===== src/rtl/pll_reconfig_pkg.sv =====
// Shared definitions for the DDS PLL reconfiguration controller and its scan responder.
// State encoding is fixed so both sides of the handshake can decode it consistently.
package pll_reconfig_pkg;

    typedef enum logic [2:0] {
        ST_IDLE      = 3'd0,
        ST_LOAD      = 3'd1,
        ST_SHIFT     = 3'd2,
        ST_UPDATE    = 3'd3,
        ST_WAIT_DONE = 3'd4
    } state_t;

    localparam int DEFAULT_CHAIN_LEN = 144;
    localparam int DEFAULT_TIMEOUT   = 1023;
    localparam int DEFAULT_CNT_W     = 10;

endpackage


===== src/rtl/pll_scan_responder_if.sv =====
// Request/status and PLL scan signals of the reconfiguration responder.
// The master side is the environment (controller plus PLL); the slave side is the responder.
interface pll_scan_responder_if
    import pll_reconfig_pkg::*;
#(
    parameter int CHAIN_LEN = DEFAULT_CHAIN_LEN
);
    logic                 write_param;
    logic                 reconfig;
    logic [CHAIN_LEN-1:0] param_data;
    logic                 busy;
    logic                 scanclkena;
    logic                 scandata;
    logic                 configupdate;
    logic                 scandone;
    logic                 error;

    modport master (
        output write_param, reconfig, param_data, scandone,
        input  busy, scanclkena, scandata, configupdate, error
    );

    modport slave (
        input  write_param, reconfig, param_data, scandone,
        output busy, scanclkena, scandata, configupdate, error
    );
endinterface


===== src/rtl/pll_scan_shifter.sv =====
// Shadow register plus parallel-in/serial-out scan shifter, MSB first.
// A working copy is shifted so the shadow image survives for a repeated reconfig.
module pll_scan_shifter
    import pll_reconfig_pkg::*;
#(
    parameter int CHAIN_LEN = DEFAULT_CHAIN_LEN,
    parameter int CNT_W     = DEFAULT_CNT_W
) (
    input  logic                 clk,
    input  logic                 reset,
    input  logic                 load,
    input  logic                 start,
    input  logic                 shift_en,
    input  logic [CHAIN_LEN-1:0] param_data,
    output logic                 last_bit,
    output logic                 scandata,
    output logic                 scanclkena
);
    logic [CHAIN_LEN-1:0] shadow;
    logic [CHAIN_LEN-1:0] work;
    logic [CNT_W-1:0]     cnt;

    assign last_bit = (cnt == CNT_W'(CHAIN_LEN - 1));

    // NOTE: the shadow image is an ordinary register, so it takes the async reset like every other flop.
    always_ff @(posedge clk or posedge reset) begin
        if (reset) begin
            shadow     <= '0;
            work       <= '0;
            cnt        <= '0;
            scandata   <= 1'b0;
            scanclkena <= 1'b0;
        end else begin
            if (load) begin
                shadow <= param_data;
            end
            if (start) begin
                // First bit is presented straight from the shadow; the rest come from the working copy.
                scandata   <= shadow[CHAIN_LEN-1];
                scanclkena <= 1'b1;
                work       <= shadow << 1;
                cnt        <= '0;
            end else if (shift_en) begin
                if (last_bit) begin
                    scandata   <= 1'b0;
                    scanclkena <= 1'b0;
                end else begin
                    scandata <= work[CHAIN_LEN-1];
                    work     <= work << 1;
                    cnt      <= cnt + CNT_W'(1);
                end
            end
        end
    end
endmodule


===== src/rtl/pll_scan_responder.sv =====
// Responder for the PLL reconfiguration handshake: latches an image, scans it into the PLL,
// strobes configupdate and waits for scandone with a timeout that sets a sticky error.
module pll_scan_responder
    import pll_reconfig_pkg::*;
#(
    parameter int CHAIN_LEN = DEFAULT_CHAIN_LEN,
    parameter int TIMEOUT   = DEFAULT_TIMEOUT,
    parameter int CNT_W     = DEFAULT_CNT_W
) (
    input logic                  clk,
    input logic                  reset,
    pll_scan_responder_if.slave  pll
);
    state_t           state;
    state_t           next_state;
    logic [CNT_W-1:0] tcnt;
    logic             accept_write;
    logic             accept_reconfig;
    logic             timeout_hit;
    logic             last_bit;
    logic             busy_q;
    logic             configupdate_q;
    logic             error_q;

    // NOTE: every variable gets a default before the case so no path infers a latch.
    always_comb begin
        next_state      = state;
        accept_write    = 1'b0;
        accept_reconfig = 1'b0;
        timeout_hit     = 1'b0;
        case (state)
            ST_IDLE: begin
                if (pll.write_param) begin
                    accept_write = 1'b1;
                    next_state   = ST_LOAD;
                end else if (pll.reconfig) begin
                    accept_reconfig = 1'b1;
                    next_state      = ST_SHIFT;
                end
            end
            ST_LOAD:   next_state = ST_IDLE;
            ST_SHIFT:  if (last_bit) next_state = ST_UPDATE;
            ST_UPDATE: next_state = ST_WAIT_DONE;
            ST_WAIT_DONE: begin
                if (pll.scandone) begin
                    next_state = ST_IDLE;
                end else if (tcnt == CNT_W'(TIMEOUT)) begin
                    timeout_hit = 1'b1;
                    next_state  = ST_IDLE;
                end
            end
            default:   next_state = ST_IDLE;
        endcase
    end

    // Status outputs are registered from next_state so they align with the state they describe.
    always_ff @(posedge clk or posedge reset) begin
        if (reset) begin
            state          <= ST_IDLE;
            tcnt           <= '0;
            busy_q         <= 1'b0;
            configupdate_q <= 1'b0;
            error_q        <= 1'b0;
        end else begin
            state          <= next_state;
            busy_q         <= (next_state != ST_IDLE);
            configupdate_q <= (next_state == ST_UPDATE);
            if (state == ST_UPDATE) begin
                tcnt <= '0;
            end else if (state == ST_WAIT_DONE) begin
                tcnt <= tcnt + CNT_W'(1);
            end
            if (accept_write) begin
                error_q <= 1'b0;
            end else if (timeout_hit) begin
                error_q <= 1'b1;
            end
        end
    end

    assign pll.busy         = busy_q;
    assign pll.configupdate = configupdate_q;
    assign pll.error        = error_q;

    pll_scan_shifter #(
        .CHAIN_LEN (CHAIN_LEN),
        .CNT_W     (CNT_W)
    ) u_shifter (
        .clk        (clk),
        .reset      (reset),
        .load       (accept_write),
        .start      (accept_reconfig),
        .shift_en   (state == ST_SHIFT),
        .param_data (pll.param_data),
        .last_bit   (last_bit),
        .scandata   (pll.scandata),
        .scanclkena (pll.scanclkena)
    );
endmodule


===== src/flat_wrapper.sv =====
// flat-port wrapper written by rule: the top's interface ports become plain ports
module pll_scan_responder_flat import pll_reconfig_pkg::*;
#(
    parameter int CHAIN_LEN = DEFAULT_CHAIN_LEN,
    parameter int TIMEOUT   = DEFAULT_TIMEOUT,
    parameter int CNT_W     = DEFAULT_CNT_W
)
  (clk, reset, pll_write_param, pll_reconfig, pll_param_data, pll_scandone, pll_busy, pll_scanclkena, pll_scandata, pll_configupdate, pll_error);
  pll_scan_responder_if #(.CHAIN_LEN(CHAIN_LEN)) pll_i ();
  input logic clk;
  input logic reset;
  input wire logic [$bits(pll_i.write_param)-1:0] pll_write_param;
  input wire logic [$bits(pll_i.reconfig)-1:0] pll_reconfig;
  input wire logic [$bits(pll_i.param_data)-1:0] pll_param_data;
  input wire logic [$bits(pll_i.scandone)-1:0] pll_scandone;
  output wire logic [$bits(pll_i.busy)-1:0] pll_busy;
  output wire logic [$bits(pll_i.scanclkena)-1:0] pll_scanclkena;
  output wire logic [$bits(pll_i.scandata)-1:0] pll_scandata;
  output wire logic [$bits(pll_i.configupdate)-1:0] pll_configupdate;
  output wire logic [$bits(pll_i.error)-1:0] pll_error;
  assign pll_i.write_param = pll_write_param;
  assign pll_i.reconfig = pll_reconfig;
  assign pll_i.param_data = pll_param_data;
  assign pll_i.scandone = pll_scandone;
  assign pll_busy = pll_i.busy;
  assign pll_scanclkena = pll_i.scanclkena;
  assign pll_scandata = pll_i.scandata;
  assign pll_configupdate = pll_i.configupdate;
  assign pll_error = pll_i.error;
  pll_scan_responder #(.CHAIN_LEN(CHAIN_LEN), .TIMEOUT(TIMEOUT), .CNT_W(CNT_W)) u_core (.clk(clk), .reset(reset), .pll(pll_i));
endmodule

===== config.mk =====
export PLATFORM = sky130hd
export DESIGN_NAME = pll_scan_responder_flat
export DESIGN_NICKNAME = d
export VERILOG_FILES = /design/src/rtl/pll_reconfig_pkg.sv /design/src/rtl/pll_scan_responder_if.sv /design/src/rtl/pll_scan_shifter.sv /design/src/rtl/pll_scan_responder.sv /design/src/flat_wrapper.sv
export SDC_FILE = /design/constraint.sdc
export NUM_CORES = 1
export LEC_CHECK = 0
export CORE_ASPECT_RATIO = 0.5
export CORE_MARGIN = 2
export CORE_UTILIZATION = 30
export DETAILED_ROUTE_END_ITERATION = 7
export HOLD_SLACK_MARGIN = 0.08
export RECOVER_POWER = 100
export SLEW_MARGIN = 20
export SYNTH_ARGS = -nofsm -noshare
export SYNTH_HDL_FRONTEND = slang
export SYNTH_SLANG_ARGS = --single-unit

===== constraint.sdc =====
create_clock -name clk -period 10 [get_ports clk]
set_input_delay 1.5 -clock clk [delete_from_list [all_inputs] [get_ports clk]]
set_output_delay 1.5 -clock clk [all_outputs]
set_load 0.01 [all_outputs]

==> summary.txt <==
Finish
  – Most frequent cells in the layout: 315 x dfrtp_1, 160 x nand2_1, 152 x nand3_1
  – Post-layout net count: 1343
  – Share of cells above drive strength 1: between 10% and 20%
  – Commonest non-fill, non-tap cell in the layout: dfrtp_1
  – Area grow syn2layout: 23.32%
  – Filler cell count: 4103

Logic synthesis
  – Seq/Total Area, Yosys: 61.27%
  – Yosys warning total: 0
  – Most used DFF post-synth: dfrtp_1
  – Post-Syn Area: 0.01287 sq mm
  – Syn avg cell area: 11.95 sq um
  – Yosys cell types: 43
  – Share of the synthesized area in the top cell type: 61.27%
  – Number of synthesized flops with an enable pin: 0
  – Synth area leaders: dfrtp_1 61%, mux2_2 13%, a22oi_1 8.3%, nand3_1 5.9%, nand2_1 4.7%
  – Mapped Nets: 1228
  – Largest area contributor in the netlist: dfrtp_1
  – Cells after Synth: 1077
  – Seq cells post-synth: 315
  – Asr flop ratio synth: between 90% and 100%

Run
  – # Max-Cap Violations: 5

Clock network
  – Longest Clk Path Bufs: 3
  – Post_cts resized: 0
  – Clk pin slew, worst setup/hold paths: ~0.06 ns
  – CTS Hold Bufs: 0
  – Clk sinks: around 320
  – Worst skew pair latency: 0.56 ns
  – Setup bufs post-CTS: 0
  – CTS buffer count: 31
  – TritonCTS clock tree: done
  – CTS Root Cell: clkbuf_16
  – Htree depth: 1

Global route
  – Vias in the first global route: ~8900
  – Initial antenna violation count: 3
  – GRT Util Overall: 12.84%
  – First-pass GRT wire length: 47330 um
  – Grt ovf: 0
  – Pin count of the biggest net entering global routing: 198

Setup path
  – Crit start category: input pin
  – Worst EP required: 10.48 ns
  – Critical R2R Launch: u_core.state[0]
  – Critical Path End Type: flop
  – Setup Crit Path Kind: input pin to flop
  – Setup crit start: pll_write_param
  – Worst Path Arrival: 6.71 ns
  – CP max FO: 78

Die
  – Die width: around 300 um
  – Starting Density: 30.51%
  – Ports: 154
  – Die Area: 0.04466 sq mm
  – Die Height: 150.4 um
  – Placeable Area: roughly 0.042 sq mm
  – Rows: between 50 and 60

Hold path
  – Hold Crit Start: u_core.tcnt[5]
  – Worst hold path type: flop to flop

Timing
  – Worst slew margin relative to its limit: -192.9%
  – Part of the cycle the worst path needs: 62.29%
  – Layout Skew: 0.02142 ns
  – Post-layout min period: around 6.2 ns
  – Final TNS setup: 0 ns
  – Final slew viol count: 352
  – Worst-margin pin slew: roughly 4.4 ns
  – Hold Vio Cnt, Final: 0
  – Unrepaired setup endpoints after global routing: no
  – Fmax: 160.5 MHz
  – Final setup vio count: 0

Place
  – Final GP Congestion: 0.7275
  – Post-DP HPWL: between 15000 and 20000 um
  – Port-buffer cells: 153

Power
  – Post-layout power: ~0.0047 W
  – Maximum VDD drop: approximately 0.21 mV
  – PwrDens: around 300 mW/mm^2
  – Leak: 6.994 nW

Routing
  – Residual DRC count: 0
  – Detailed Route Iter0 Violations: 567
  – Wire per inst: roughly 16 um
  – Routed wire length: 29440 um
  – Detail Route Antenna Nets: 0
  – Via count: 8828
  – Vias/cell: 4.924
  – TritonRoute pass-1 iters: 5

Outcome
  – Failing checks: max-capacitance violations, max-slew violations
  – Status: finished, violations left
==> cell type report <==
type	count	area, sq um	area share [%]
inverters	2	11.26	0.07097
repair buffers	164	1635	10.31
diodes	3	7.507	0.04731
well taps	577	721.9	4.550
multi-input cells	678	4608	29.04
clock inverters	3	68.82	0.4337
clock buffers	51	930.9	5.867
flip-flops and latches	315	7883	49.68
==> worst max-delay path, cell delays in order <==
cell and delay [ns]:
dlygate4sd3_1 0.56, and2_4 0.80, clkbuf_1 3.12, mux2_2 0.61
==> worst paths after layout <==
kind                                                to  slack [ns]  cells past startpoint
max                        u_core.u_shifter.shadow[34]        3.77                      4
min                                     u_core.tcnt[5]        0.48                      1
max reg2reg                u_core.u_shifter.shadow[34]        4.28                      4
min reg2reg                             u_core.tcnt[5]        0.48                      1
max in group asynchronous    u_core.u_shifter.work[16]        4.99                      5
min in group asynchronous    u_core.u_shifter.work[96]        2.81                      3
==> cells in the mapped netlist, types with 2 or more instances <==
master,n
ha_1,2
nor2_1,13
and4_1,2
and3_1,3
a211oi_1,2
nand2_1,160
mux2_2,144
nor2b_1,3
mux2i_1,5
nand3_1,152
and2_1,2
nor3_1,3
a41oi_1,2
a22oi_1,142
o21ai_0,5
a311oi_1,2
buf_1,3
clkbuf_1,33
nand4_1,4
nor4_1,2
a31oi_1,4
dfrtp_1,315
a21oi_1,6
buf_2,45
xnor2_1,5
==> per-layer routing <==
layer	share of wire [%]	wire (um)	global-route usage, %
met3	2.9	855	1.833
met4	1.8	522	3.409
met2	53	15560	23.59
met1	42	12490	15.94
met5	0.037	11	0
==> where the power goes <==
group | internal [W] | switching (W) | total (W)
Clock | 0.000679 | 0.000470 | 0.00115
Combinational | 0.000691 | 0.000737 | 0.00143
Sequential | 0.00186 | 0.000312 | 0.00217
==> logic make-up (layout without fill, tap and decap cells) <==
| group | after synthesis | in the layout | share of synthesized area [%] |
|---|---|---|---|
| AOI/OAI and AO/OA | 170 | 170 | 9.812 |
| xor gates and xnor gates | 5 | 5 | 0.3404 |
| adders and majority gates | 2 | 2 | 0.1945 |
| buffers and inverters | 84 | 220 | 2.917 |
| DFF | 315 | 315 | 61.27 |
| muxes | 149 | 149 | 12.99 |
| other | 0 | 3 | 0 |
| and+or+nand+nor | 352 | 352 | 12.48 |
==> sequential cells by signal (all words and copies together) (netlist names) <==
signal,flops
u_core.u_shifter.shadow,144
u_core.u_shifter.work,143
u_core.tcnt,10
u_core.u_shifter.cnt,10
u_core.state,3
u_core.pll.busy,1
u_core.pll.configupdate,1
u_core.pll.error,1
u_core.u_shifter.scanclkena,1
u_core.u_shifter.scandata,1
==> stage by stage <==
step | area (sq um) | hold WS, ns | cells | setup WS [ns] | util, %
detailed placement | 14870 | 0.4772 | 1735 | 5.599 | 35.26
floorplan | 12870 | 0.4348 | 1077 | 4.303 | -
global placement | 14870 | 0.4508 | 1735 | 5.668 | 35.26
CTS | 15870 | 0.4909 | 1789 | 6.222 | 37.64
global route | 15860 | 0.5114 | 1791 | 3.369 | 37.61
finish | 15870 | 0.4823 | 1793 | 3.771 | 37.62
Power figures use the tool's default switching activity.
